<file path="src/rtl/sfx_scheduler.sv">
// ----------------------------------------------------------------------------
// sfx_scheduler
//
// Shares the single Voice tone path between four sound-effect requesters
// (step, hit, win, lose). A fixed-priority arbiter with preemption picks the
// effect to play, and the effect is replayed as a note/duration sequence from
// a small internal ROM. Note time is paced by the one-cycle 'tick' enable.
//
// Parameters
//   NOTE_W      width of note_code (0 = rest, 1..15 = Voice pitch index)
//   DUR_W       width of the per-note duration field, in ticks
//
// Ports
//   clk         in   1       system clock
//   rst         in   1       synchronous, active-low reset
//   tick        in   1       one-cycle note-time enable
//   req         in   4       request pulses: [0] step [1] hit [2] win [3] lose
//   abort       in   1       stop the current effect immediately
//   busy        out  1       effect in progress
//   active_id   out  2       index of the playing effect (valid while busy)
//   note_valid  out  1       note_code is claiming the Voice path
//   note_code   out  NOTE_W  pitch index of the current note
//   done        out  1       one-cycle pulse on natural completion
// ----------------------------------------------------------------------------
module sfx_scheduler #(
    parameter int NOTE_W = 5,
    parameter int DUR_W  = 3
) (
    input  logic              clk,
    input  logic              rst,
    input  logic              tick,
    input  logic [3:0]        req,
    input  logic              abort,
    output logic              busy,
    output logic [1:0]        active_id,
    output logic              note_valid,
    output logic [NOTE_W-1:0] note_code,
    output logic              done
);

    typedef enum logic {
        IDLE = 1'b0,
        PLAY = 1'b1
    } state_t;

    localparam logic [1:0] ID_STEP = 2'd0;
    localparam logic [1:0] ID_HIT  = 2'd1;
    localparam logic [1:0] ID_WIN  = 2'd2;
    localparam logic [1:0] ID_LOSE = 2'd3;

    state_t            state;
    logic [1:0]        idx;
    logic [DUR_W-1:0]  dur;

    logic              req_any;
    logic [1:0]        winner;
    logic              accept;
    logic              last_note;
    logic              dur_expiring;

    // Index of the final note of each effect.
    function automatic logic [1:0] last_idx(input logic [1:0] id);
        logic [1:0] r;
        case (id)
            ID_STEP: r = 2'd0;
            ID_HIT:  r = 2'd2;
            ID_WIN:  r = 2'd3;
            default: r = 2'd3;
        endcase
        return r;
    endfunction

    // Note ROM, addressed by {effect, note index}.
    function automatic logic [NOTE_W-1:0] rom_note(input logic [1:0] id,
                                                   input logic [1:0] i);
        logic [NOTE_W-1:0] r;
        case ({id, i})
            {ID_STEP, 2'd0}: r = NOTE_W'(3);
            {ID_HIT,  2'd0}: r = NOTE_W'(12);
            {ID_HIT,  2'd1}: r = NOTE_W'(8);
            {ID_HIT,  2'd2}: r = NOTE_W'(4);
            {ID_WIN,  2'd0}: r = NOTE_W'(1);
            {ID_WIN,  2'd1}: r = NOTE_W'(3);
            {ID_WIN,  2'd2}: r = NOTE_W'(5);
            {ID_WIN,  2'd3}: r = NOTE_W'(8);
            {ID_LOSE, 2'd0}: r = NOTE_W'(8);
            {ID_LOSE, 2'd1}: r = NOTE_W'(6);
            {ID_LOSE, 2'd2}: r = NOTE_W'(4);
            {ID_LOSE, 2'd3}: r = NOTE_W'(1);
            default:         r = '0;
        endcase
        return r;
    endfunction

    // Duration ROM, same addressing. Zero is never stored, so an unused
    // address returning 1 keeps the counter well defined.
    function automatic logic [DUR_W-1:0] rom_dur(input logic [1:0] id,
                                                 input logic [1:0] i);
        logic [DUR_W-1:0] r;
        case ({id, i})
            {ID_STEP, 2'd0}: r = DUR_W'(1);
            {ID_HIT,  2'd0}: r = DUR_W'(1);
            {ID_HIT,  2'd1}: r = DUR_W'(1);
            {ID_HIT,  2'd2}: r = DUR_W'(2);
            {ID_WIN,  2'd0}: r = DUR_W'(2);
            {ID_WIN,  2'd1}: r = DUR_W'(2);
            {ID_WIN,  2'd2}: r = DUR_W'(2);
            {ID_WIN,  2'd3}: r = DUR_W'(4);
            {ID_LOSE, 2'd0}: r = DUR_W'(2);
            {ID_LOSE, 2'd1}: r = DUR_W'(2);
            {ID_LOSE, 2'd2}: r = DUR_W'(2);
            {ID_LOSE, 2'd3}: r = DUR_W'(6);
            default:         r = DUR_W'(1);
        endcase
        return r;
    endfunction

    // Fixed priority: the higher request index wins.
    always_comb begin
        req_any = |req;
        winner  = ID_STEP;
        if (req[3])
            winner = ID_LOSE;
        else if (req[2])
            winner = ID_WIN;
        else if (req[1])
            winner = ID_HIT;
    end

    // A request starts an effect from IDLE, or preempts only a strictly
    // lower-priority effect; equal or lower priority requests are dropped.
    always_comb begin
        accept       = req_any && ((state == IDLE) || (winner > active_id));
        last_note    = (idx == last_idx(active_id));
        dur_expiring = (dur == DUR_W'(1));
    end

    // Sequencer. Precedence per edge: reset, abort, accepted request, tick.
    always_ff @(posedge clk) begin
        if (!rst) begin
            state      <= IDLE;
            busy       <= 1'b0;
            active_id  <= 2'd0;
            note_valid <= 1'b0;
            note_code  <= '0;
            done       <= 1'b0;
            idx        <= 2'd0;
            dur        <= '0;
        end else begin
            done <= 1'b0;
            if (abort) begin
                state      <= IDLE;
                busy       <= 1'b0;
                active_id  <= 2'd0;
                note_valid <= 1'b0;
                note_code  <= '0;
                idx        <= 2'd0;
                dur        <= '0;
            end else if (accept) begin
                // The tick on this edge is deliberately ignored so the first
                // note lasts its full duration counted from the next tick.
                state      <= PLAY;
                busy       <= 1'b1;
                active_id  <= winner;
                note_valid <= 1'b1;
                note_code  <= rom_note(winner, 2'd0);
                idx        <= 2'd0;
                dur        <= rom_dur(winner, 2'd0);
            end else if ((state == PLAY) && tick) begin
                if (!dur_expiring) begin
                    dur <= dur - DUR_W'(1);
                end else if (!last_note) begin
                    idx       <= idx + 2'd1;
                    note_code <= rom_note(active_id, idx + 2'd1);
                    dur       <= rom_dur(active_id, idx + 2'd1);
                end else begin
                    state      <= IDLE;
                    busy       <= 1'b0;
                    active_id  <= 2'd0;
                    note_valid <= 1'b0;
                    note_code  <= '0;
                    idx        <= 2'd0;
                    dur        <= '0;
                    done       <= 1'b1;
                end
            end
        end
    end

endmodule

</file>
<file path="config.mk">
export PLATFORM = sky130hd
export DESIGN_NAME = sfx_scheduler
export DESIGN_NICKNAME = d
export VERILOG_FILES = /design/src/rtl/sfx_scheduler.sv
export SDC_FILE = /design/constraint.sdc
export NUM_CORES = 1
export LEC_CHECK = 0
export BUFFER_PORTS_ARGS = -buffer_cell sky130_fd_sc_hd__buf_2
export CAP_MARGIN = 40
export CORE_ASPECT_RATIO = 1.1
export CORE_UTILIZATION = 47
export CTS_CLUSTER_SIZE = 10
export DETAILED_ROUTE_END_ITERATION = 10
export PLACE_DENSITY_LB_ADDON = 0.25
export SLEW_MARGIN = 10
export SYNTH_ARGS = -nofsm -noshare
export SYNTH_HDL_FRONTEND = slang
export SYNTH_SLANG_ARGS = --single-unit
</file>
<file path="constraint.sdc">
create_clock -name clk -period 2.3 [get_ports clk]
set_input_delay 0.46 -clock clk [delete_from_list [all_inputs] [get_ports clk]]
set_output_delay 0.46 -clock clk [all_outputs]
set_load 0.01 [all_outputs]
</file>
==> results of run 1 <==
## metal layers
layer / vias to the layer above / wire length (um)
li1: 455 / -
met1: 433 / 1027
met2: 36 / 1070
met3: 7 / 101
met4: 0 / 74
met5: - / 0
## worst min-delay path, cell delays in order
cell and delay [ns]:
buf_2 0.13, nand3_1 0.08, o21ai_0 0.07
## path summary, 6_finish.rpt
path                             from                         to  slack [ns]  cells after the start
setup / recovery  idx[0]$_SDFFE_PP0P_        dur[1]$_SDFFE_PP0P_        0.39                      6
hold / removal                 req[1]  note_code[2]$_SDFFE_PP0P_        0.50                      3
setup reg to reg  idx[0]$_SDFFE_PP0P_        dur[1]$_SDFFE_PP0P_        0.39                      6
hold reg to reg   dur[2]$_SDFFE_PP0P_        dur[2]$_SDFFE_PP0P_        0.52                      1
## state kept, by name (all words and copies together) (netlist names)
signal and flops:
idx 2, done 1, state 1, dur 3, note_code 4, active_id 2
## layout by cell type (no fill, tap or decap), types with 4 or more instances in the layout
cell      count
a21oi_1       7
buf_2        16
buf_4         4
dfxtp_1      13
ha_1         10
inv_1         8
nand2_1       8
nand2b_1      6
nor2_1        7
o21ai_0       5
## power breakdown
part / internal [mW] / total, mW / switching, mW
Sequential: 0.233 / 0.239 / 0.00634
Combinational: 0.0441 / 0.107 / 0.0632
Clock: 0.0674 / 0.144 / 0.0767
## cells by family (layout without fill, tap and decap cells)
family | count (synthesis) | count (layout) | synth area share, %
other cells | 1 | 1 | 0.3637
buf+inv | 16 | 32 | 8.616
fa+ha+maj | 10 | 10 | 12.14
xor+xnor | 2 | 2 | 2.428
mux | 2 | 2 | 1.942
flops | 13 | 13 | 25.24
compound gates | 37 | 37 | 29.61
simple gates | 36 | 36 | 19.66
## stage by stage
step                      utilization (%)  total power [mW]
after global placement              54.72            0.3488
after global routing                56.00            0.5169
after floorplan                         -            0.3231
final                               56.00            0.4909
after CTS                           56.00            0.4889
after detailed placement            54.72            0.3513
## layout make-up
class | instances | area [um^2]
multi-input cells | 88 | 681.9
flip-flops and latches | 13 | 260.3
fillers | 210 | 898.4
inverters | 8 | 30.03
repair buffers | 20 | 110.1
clock buffers | 4 | 26.28
well taps | 28 | 35.03
==> impl_metrics.tcl, run 1 <==
set metrics [dict create \
    status "complete, no violations" \
    syn_inst 117 \
    worst_slack_ns 0.3898 \
    hold-worst-slack_ns 0.4989 \
    io_buffers 16 \
    post_cts_buffers 0 \
    final-setup-viol-count 0 \
    synthTopCellsByArea "dfxtp_1 25%, ha_1 12%, nand2b_1 3.6%" \
    cp.required_ns 2.50 \
    htreeDepth 1 \
    placementRows 17 \
    wl_mm 2.273 \
    top_usage_layer "met2" \
    path_class "reg2reg" \
    die_w_um 46.66 \
    postPlaceCellArea_um2 1117 \
    ys_warn_count 0 \
    gr-usage-met2_pct 35.88 \
    diodes 0 \
    core_area_um2 2042 \
    syn_area_um2 1031 \
    ctsResizeCount 0 \
    grt_max_degree 18 \
    cp_data_arrival_time_ns 2.11 \
    insertion_delay_ns 0.28 \
    skew_ns 0.008148 \
    yosysSeqAreaShare_pct 25.24 \
    startpoint_type "flip-flop" \
    p_per_area_nw_per_um2 429.3 \
    cp.buffers_inverters 1 \
    dp_hpwl_mm 1.758 \
    gp_congestion 0.7753 \
    cp_top_family "compound AO/OA/AOI/OAI gates" \
    drt_iter0_drc 23 \
    maxCapViolCount 0 \
    grt-ovfl-total 0 \
    fin_crit_sh_pct 83.05 \
    grt_pass1_vias 863 \
    place_worst_setup_slack_ns 0.1540 \
    grt_pass1_wl_mm 3.891 \
    drt-pass1-iter-count 4 \
    synth-edff-count 0 \
    grt_util_met1_pct 30.33 \
    drive_gt1_share_pct 24.81 \
    postRouteAntennaNets 0 \
    cp_max_fo 9 \
    clk_pin_slew_ns 0.08 \
    hold_path_class "in2reg" \
    cts_sinks 13 \
    grtUsageTotal_pct 23.04 \
    synth.most_common_cell "dfxtp_1" \
    final_nets 152 \
    area_growth_pct 10.92 \
    cts.path.max_buffers 2 \
    ys.flop_type "dfxtp_1" \
    min_period_ns 1.910 \
    final.setup.tns_ns 0 \
    dp_cells 157 \
    numCtsBuffers 3 \
    grt_setup_unrepaired "no" \
    synth_fp_nets 135 \
    synthDistinctLibCells 45 \
    async_reset_ff_share_pct 0 \
    antenna_found_initial 0 \
    hold_viol_final 0 \
    p_leak_nw 0.4864 \
    cts_tree "built" \
    yosys.area.top_type "dfxtp_1" \
    dieHeight_um 51.12 \
    cp_cell_sequence "inv_1, ha_1, nand2b_1, a221o_1, and3_1, o32ai_2" \
    cpPeakStageDelay_ns 0.52 \
    cts-root-buf "clkbuf_4" \
    final_max_slew_viol_count 0 \
    slowest_stage "dfxtp_1" \
    die-area_um2 2385 \
    ir_drop_uv 393.9 \
    viasPerCell 5.783 \
    design_area_um2 1144 \
    num_vias 931 \
    cts-hold-fix-buffers 0 \
    synth_common_cells "13 x dfxtp_1, 10 x ha_1, 8 x inv_1, 8 x nand2_1" \
    synth-seq-cells 13 \
    io_pins 18 \
    fmax_mhz 523.5 \
    avgSynthCellArea_um2 8.812 \
    worstSetupEndpointType "flip-flop" \
    initial_core_util_pct 50.49 \
    use_met3_pct 2.120 \
    finalNonFillerCells 161 \
    wl_per_cell_um 14.12 \
    synth_top_area_share_pct 25.24 \
    drc 0 \
]
(Power assumes the default switching activity.)
==> run 2, diff against run 1 <==
Settings changed: ABC_AREA set to 1.
Clock period 2.3 ns to 1.5 ns, I/O delays scaled along.
==> impl_metrics.tcl, run 2 <==
set metrics [dict create \
    insertion_delay_ns 0.30 \
    synth-edff-count 0 \
    grt_setup_unrepaired "yes" \
    startpoint_type "flip-flop" \
    top_usage_layer "met2" \
    final_common_cell "nand2_1" \
    cts_tree "built" \
    synthTopCellsByArea "dfxtp_1 24%, ha_1 12%, nand2_1 11%" \
    p_leak_nw 0.6688 \
    final_nets 201 \
    final_cell_mix "23 x nand2_1, 16 x buf_2, 14 x inv_1, 14 x a21oi_1" \
    cp_max_fo 7 \
    area_growth_pct 31.63 \
    io_buffers 16 \
    worst_slack_ns -0.08601 \
    synthDistinctLibCells 29 \
    die_w_um 47.70 \
    use_met3_pct 3.103 \
    synth_fp_nets 170 \
    numCtsBuffers 3 \
    cts_sinks 13 \
    final_max_slew_viol_count 0 \
    maxCapViolCount 0 \
    seq_area_um2 264.0 \
    placementRows 17 \
    ir_drop_uv 678.2 \
    io_pins 18 \
    p_per_area_nw_per_um2 625.1 \
    antenna_found_initial 0 \
    crit_top_cell "nand2_2" \
    reg.largest.list "note_code (4), dur (3)" \
    cp_cell_sequence "inv_8, ha_4, nand2_2, nand2_2, nand2_2, nand2_2, nand2_4, nand2_4, or2_1, nand3_1, inv_1" \
    gp_congestion 0.8339 \
    synth_common_cells "32 x nand2_1, 18 x a21oi_1, 18 x inv_1" \
    hold-worst-slack_ns 0.3121 \
    largest_reg_flops 4 \
    grt_max_degree 11 \
    cts.path.max_buffers 2 \
    min_period_ns 1.586 \
    worstSetupEndpointType "flip-flop" \
    postRouteAntennaNets 0 \
    status "finished, violations left" \
    cp.required_ns 1.70 \
    grt_util_met1_pct 28.84 \
    synth.most_common_cell "nand2_1" \
    initial_core_util_pct 51.80 \
    viasPerCell 5.171 \
    diodes 0 \
    skew_ns 0.005043 \
    ys.flop_type "dfxtp_1" \
    core_area_um2 2085 \
    dp_hpwl_mm 1.951 \
    slowest_stage "dfxtp_4" \
    hold_path_class "in2reg" \
    htreeDepth 1 \
    fin_crit_sh_pct 105.7 \
    dieHeight_um 52.27 \
    cts-root-buf "clkbuf_4" \
    drt_iter0_drc 27 \
    grtUsageTotal_pct 22.88 \
    wl_mm 2.734 \
    grt_pass1_wl_mm 4.071 \
    path_class "reg2reg" \
    synth-seq-cells 13 \
    multi_input_area_um2 774.5 \
    top_register "note_code" \
    nFillCells 193 \
    grt-ovfl-total 0 \
    num_vias 1086 \
    synth_top_area_share_pct 24.10 \
    yosys.area.top_type "dfxtp_1" \
    cpPeakStageDelay_ns 0.38 \
    gr-usage-met2_pct 37.61 \
    cp_data_arrival_time_ns 1.79 \
    avgSynthCellArea_um2 7.104 \
    clk_pin_slew_ns 0.09 \
    yosysSeqAreaShare_pct 24.10 \
    wl_per_cell_um 13.02 \
    drive_gt1_share_pct 42.31 \
    final.setup.tns_ns -0.5261 \
    drt-pass1-iter-count 4 \
    hold_viol_final 0 \
    die-area_um2 2493 \
    syn_inst 152 \
    drc 0 \
    grt_pass1_vias 968 \
    fmax_mhz 630.5 \
    ys_warn_count 0 \
    final-setup-viol-count 8 \
    async_reset_ff_share_pct 0 \
    failed_checks "setup timing" \
    syn_area_um2 1080 \
]
==> run 2: cell types whose count changed after synthesis, moves of 3 or more <==
cell	change
a21oi_1	+11
and3_1	-3
o21ai_0	-4
nor2_1	+5
nand4_1	+5
nand2_1	+24
nand3_1	+12
nand2_4	+4
nand2b_1	-6
inv_1	+10
==> run 2: where the power goes <==
part / leakage [nW] / internal, mW / total, mW / switching, mW
combinational: 0.547 / 0.122 / 0.282 / 0.160
clock: 0.0150 / 0.104 / 0.236 / 0.132
sequential: 0.107 / 0.357 / 0.370 / 0.0135
==> run 2: cells by family (layout without fill, tap and decap cells) <==
| family | after synthesis | after routing | share of synthesized area (%) |
|---|---|---|---|
| adder cells (fa/ha/maj) | 10 | 10 | 11.59 |
| XOR/XNOR | 1 | 1 | 1.507 |
| AO/OA/AOI/OAI | 23 | 23 | 11.70 |
| buffers and inverters | 27 | 57 | 12.63 |
| other | 1 | 1 | 0.3473 |
| flip-flops | 13 | 13 | 24.10 |
| AND/OR/NAND/NOR | 77 | 77 | 38.12 |
==> run 2: metrics by stage <==
step / total power [mW] / worst slack, ns / cell area [um^2] / util, % / instances
detailed placement: 0.6104 / -0.2992 / 1281 / 61.46 / 202
CTS: 0.8461 / -0.02186 / 1340 / 64.29 / 208
global route: 0.9170 / -0.1610 / 1421 / 68.19 / 210
global placement: 0.6041 / -0.2183 / 1281 / 61.46 / 202
finish: 0.8885 / -0.08601 / 1421 / 68.19 / 210
floorplan: 0.5408 / -0.09936 / 1120 / - / 152
==> run 2: critical path: cells and delay by family (launching register included) <==
family | cells | cell delay [ns]
adder cells (fa/ha/maj) | 1 | 0.23
flip-flops | 1 | 0.38
AND/OR/NAND/NOR | 8 | 0.79
buffers and inverters | 2 | 0.07
==> run 2: routing by layer <==
metal	up-vias	share of wire [%]
met4	0	2.0
li1	550	-
met3	5	4.4
met1	496	41
met5	-	0
met2	35	52
==> run 2: worst paths after layout <==
check                                  from                         to  slack (ns)  cells after the start
setup / recovery  active_id[1]$_SDFFE_PP0P_  note_code[2]$_SDFFE_PP0P_       -0.09                     11
hold / removal                        abort  note_code[2]$_SDFFE_PP0P_        0.31                      4
hold reg to reg   note_code[0]$_SDFFE_PP0P_  note_code[0]$_SDFFE_PP0P_        0.47                      2
setup reg to reg  active_id[1]$_SDFFE_PP0P_  note_code[2]$_SDFFE_PP0P_       -0.09                     11
==> run 2: area by class of cell <==
type	instances	area share (%)
Tap cell	28	2.465
Timing Repair Buffer	31	15.93
Sequential cell	13	18.57
Inverter	22	6.690
Clock buffer	4	1.849
Multi-Input combinational cell	112	54.49
==> run 2: what timing repair did <==
item | CTS | global route
gates resized for setup | 5 | 17
pin swaps | 5 | 11
setup buffers | 2 | 1
endpoints found under the setup margin | 4 | 12
hold buffers | 0 | 0
gates cloned | 0 | 1
==> run 3, diff against run 2 <==
Settings changed: CTS_BUF_LIST set to sky130_fd_sc_hd__clkbuf_4 sky130_fd_sc_hd__clkbuf_8.
==> impl_metrics.tcl, run 3 (synthesis gave the netlist of run 2 again) <==
set metrics [dict create \
    final-setup-viol-count 8 \
    cp.required_ns 1.70 \
    num_vias 1100 \
    hold_path_class "in2reg" \
    io_buffers 16 \
    failed_checks "setup timing" \
    largest_reg_flops 4 \
    cts-hold-fix-buffers 0 \
    nFillCells 196 \
    final_common_cell "nand2_1" \
    grt-ovfl-total 0 \
    worstReg2RegEnd "note_code[2]$_SDFFE_PP0P_" \
    cts_tree "built" \
    design_area_um2 1423 \
    hold_viol_final 0 \
    reg2reg_slack_ns -0.09 \
    final_nets 201 \
    final_cell_mix "24 x nand2_1, 16 x buf_2, 15 x inv_1" \
    grt_max_degree 11 \
    cts_sinks 13 \
    final_core_util_pct 68.25 \
    grtUsageTotal_pct 22.88 \
    postPlaceCellArea_um2 1281 \
    drive_gt1_share_pct 41.76 \
    fin_crit_sh_pct 105.8 \
    grt_setup_unrepaired "yes" \
    grt_pass1_vias 965 \
    cts-root-buf "clkbuf_4" \
    p_per_area_nw_per_um2 635.8 \
    cts.path.max_buffers 2 \
    die-area_um2 2493 \
    dieHeight_um 52.27 \
    drt-pass1-iter-count 4 \
    insertion_delay_ns 0.30 \
    p_leak_nw 0.6735 \
    reg.largest.list "note_code (4), dur (3)" \
    final_max_slew_viol_count 0 \
    fmax_mhz 630.3 \
    top_register "note_code" \
    r2r-start "active_id[1]$_SDFFE_PP0P_" \
    antenna_found_initial 0 \
    placementRows 17 \
    dp_cells 202 \
    core_area_um2 2085 \
    worst_slack_ns -0.08656 \
    r2r_cells 11 \
    worstSetupEndpointType "flip-flop" \
    clk_pin_slew_ns 0.08 \
    status "finished, violations left" \
    drc 0 \
    skew_ns 0.002865 \
    gp_congestion 0.8339 \
    dp_hpwl_mm 1.951 \
    htreeDepth 1 \
    crit_end "note_code[2]$_SDFFE_PP0P_" \
    worstSetupStartpoint "active_id[1]$_SDFFE_PP0P_" \
    final.setup.tns_ns -0.5406 \
    grt_pass1_wl_mm 4.064 \
    viasPerCell 5.238 \
    wl_mm 2.770 \
    maxCapViolCount 0 \
    min_period_ns 1.587 \
    path_class "reg2reg" \
    initial_core_util_pct 51.80 \
    area_growth_pct 31.75 \
    numCtsBuffers 3 \
    io_pins 18 \
    finalNonFillerCells 210 \
    cp_data_arrival_time_ns 1.79 \
    cp_max_fo 7 \
    ir_drop_uv 672.2 \
    drt_iter0_drc 19 \
    wl_per_cell_um 13.19 \
    diodes 0 \
    postRouteAntennaNets 0 \
    startpoint_type "flip-flop" \
    die_w_um 47.70 \
]
==> run 3: cell types whose count changed in the layout (fill, tap and decap cells not counted) <==
cell,previous run,this run
nand2_2,11,10
inv_1,14,15
nand2_1,23,24
clkbuf_4,3,4
inv_2,4,3
clkbuf_1,1,0
==> run 3: worst max-delay path: stages, from the launching register on <==
cell	delay, ns
dfxtp_4	0.38
inv_8	0.03
ha_4	0.23
nand2_2	0.05
nand2_2	0.05
nand2_2	0.08
nand2_2	0.08
nand2_4	0.16
nand2_4	0.08
or2_1	0.21
nand3_1	0.08
inv_1	0.04
==> run 3: worst min-delay path by stage <==
stage,to,from,slack [ns],cells after the start
floorplan,dur[2]$_SDFFE_PP0P_,dur[2]$_SDFFE_PP0P_,0.47,2
global placement,note_code[0]$_SDFFE_PP0P_,note_code[0]$_SDFFE_PP0P_,0.46,2
finish,note_code[2]$_SDFFE_PP0P_,abort,0.31,4
global route,note_code[2]$_SDFFE_PP0P_,abort,0.36,4
CTS,note_code[2]$_SDFFE_PP0P_,abort,0.32,4
detailed placement,note_code[0]$_SDFFE_PP0P_,note_code[0]$_SDFFE_PP0P_,0.46,2
==> run 3: timing repair <==
action                     CTS  global route
pin swaps                    5            12
resized for setup            5            15
setup endpoints to repair    4            12
setup buffers                2             1
gates cloned                 0             1
==> run 3: layout make-up <==
| class | instances | area [um^2] | area share, % |
|---|---|---|---|
| clock buffer | 4 | 30.03 | 2.111 |
| inverter | 22 | 95.09 | 6.684 |
| multi-input combinational | 112 | 772.0 | 54.27 |
| sequential | 13 | 264.0 | 18.56 |
| timing repair buffer | 31 | 226.5 | 15.92 |
| tap | 28 | 35.03 | 2.463 |
==> run 3: where the power goes <==
group | total (mW) | leakage, nW | internal [mW] | switching (mW)
logic | 0.281 | 0.548 | 0.121 | 0.160
clock network | 0.253 | 0.0184 | 0.122 | 0.131
registers | 0.370 | 0.107 | 0.357 | 0.0135
==> run 3: routing by layer <==
| layer | wire length [um] | up-vias | GRT usage, % |
|---|---|---|---|
| met5 | 0 | - | 0 |
| met4 | 57 | 0 | 9.722 |
| met3 | 95 | 5 | 3.103 |
| met2 | 1456 | 35 | 37.61 |
| met1 | 1161 | 510 | 28.84 |
| li1 | - | 550 | - |
==> run 3: per-stage QoR <==
step,setup slack [ns],power [mW],hold slack (ns)
detailed placement,-0.2992,0.6104,0.4584
global placement,-0.2183,0.6041,0.4564
CTS,-0.02203,0.8643,0.3206
finish,-0.08656,0.9045,0.3123
global route,-0.1657,0.9332,0.3579
floorplan,-0.09936,0.5408,0.4743
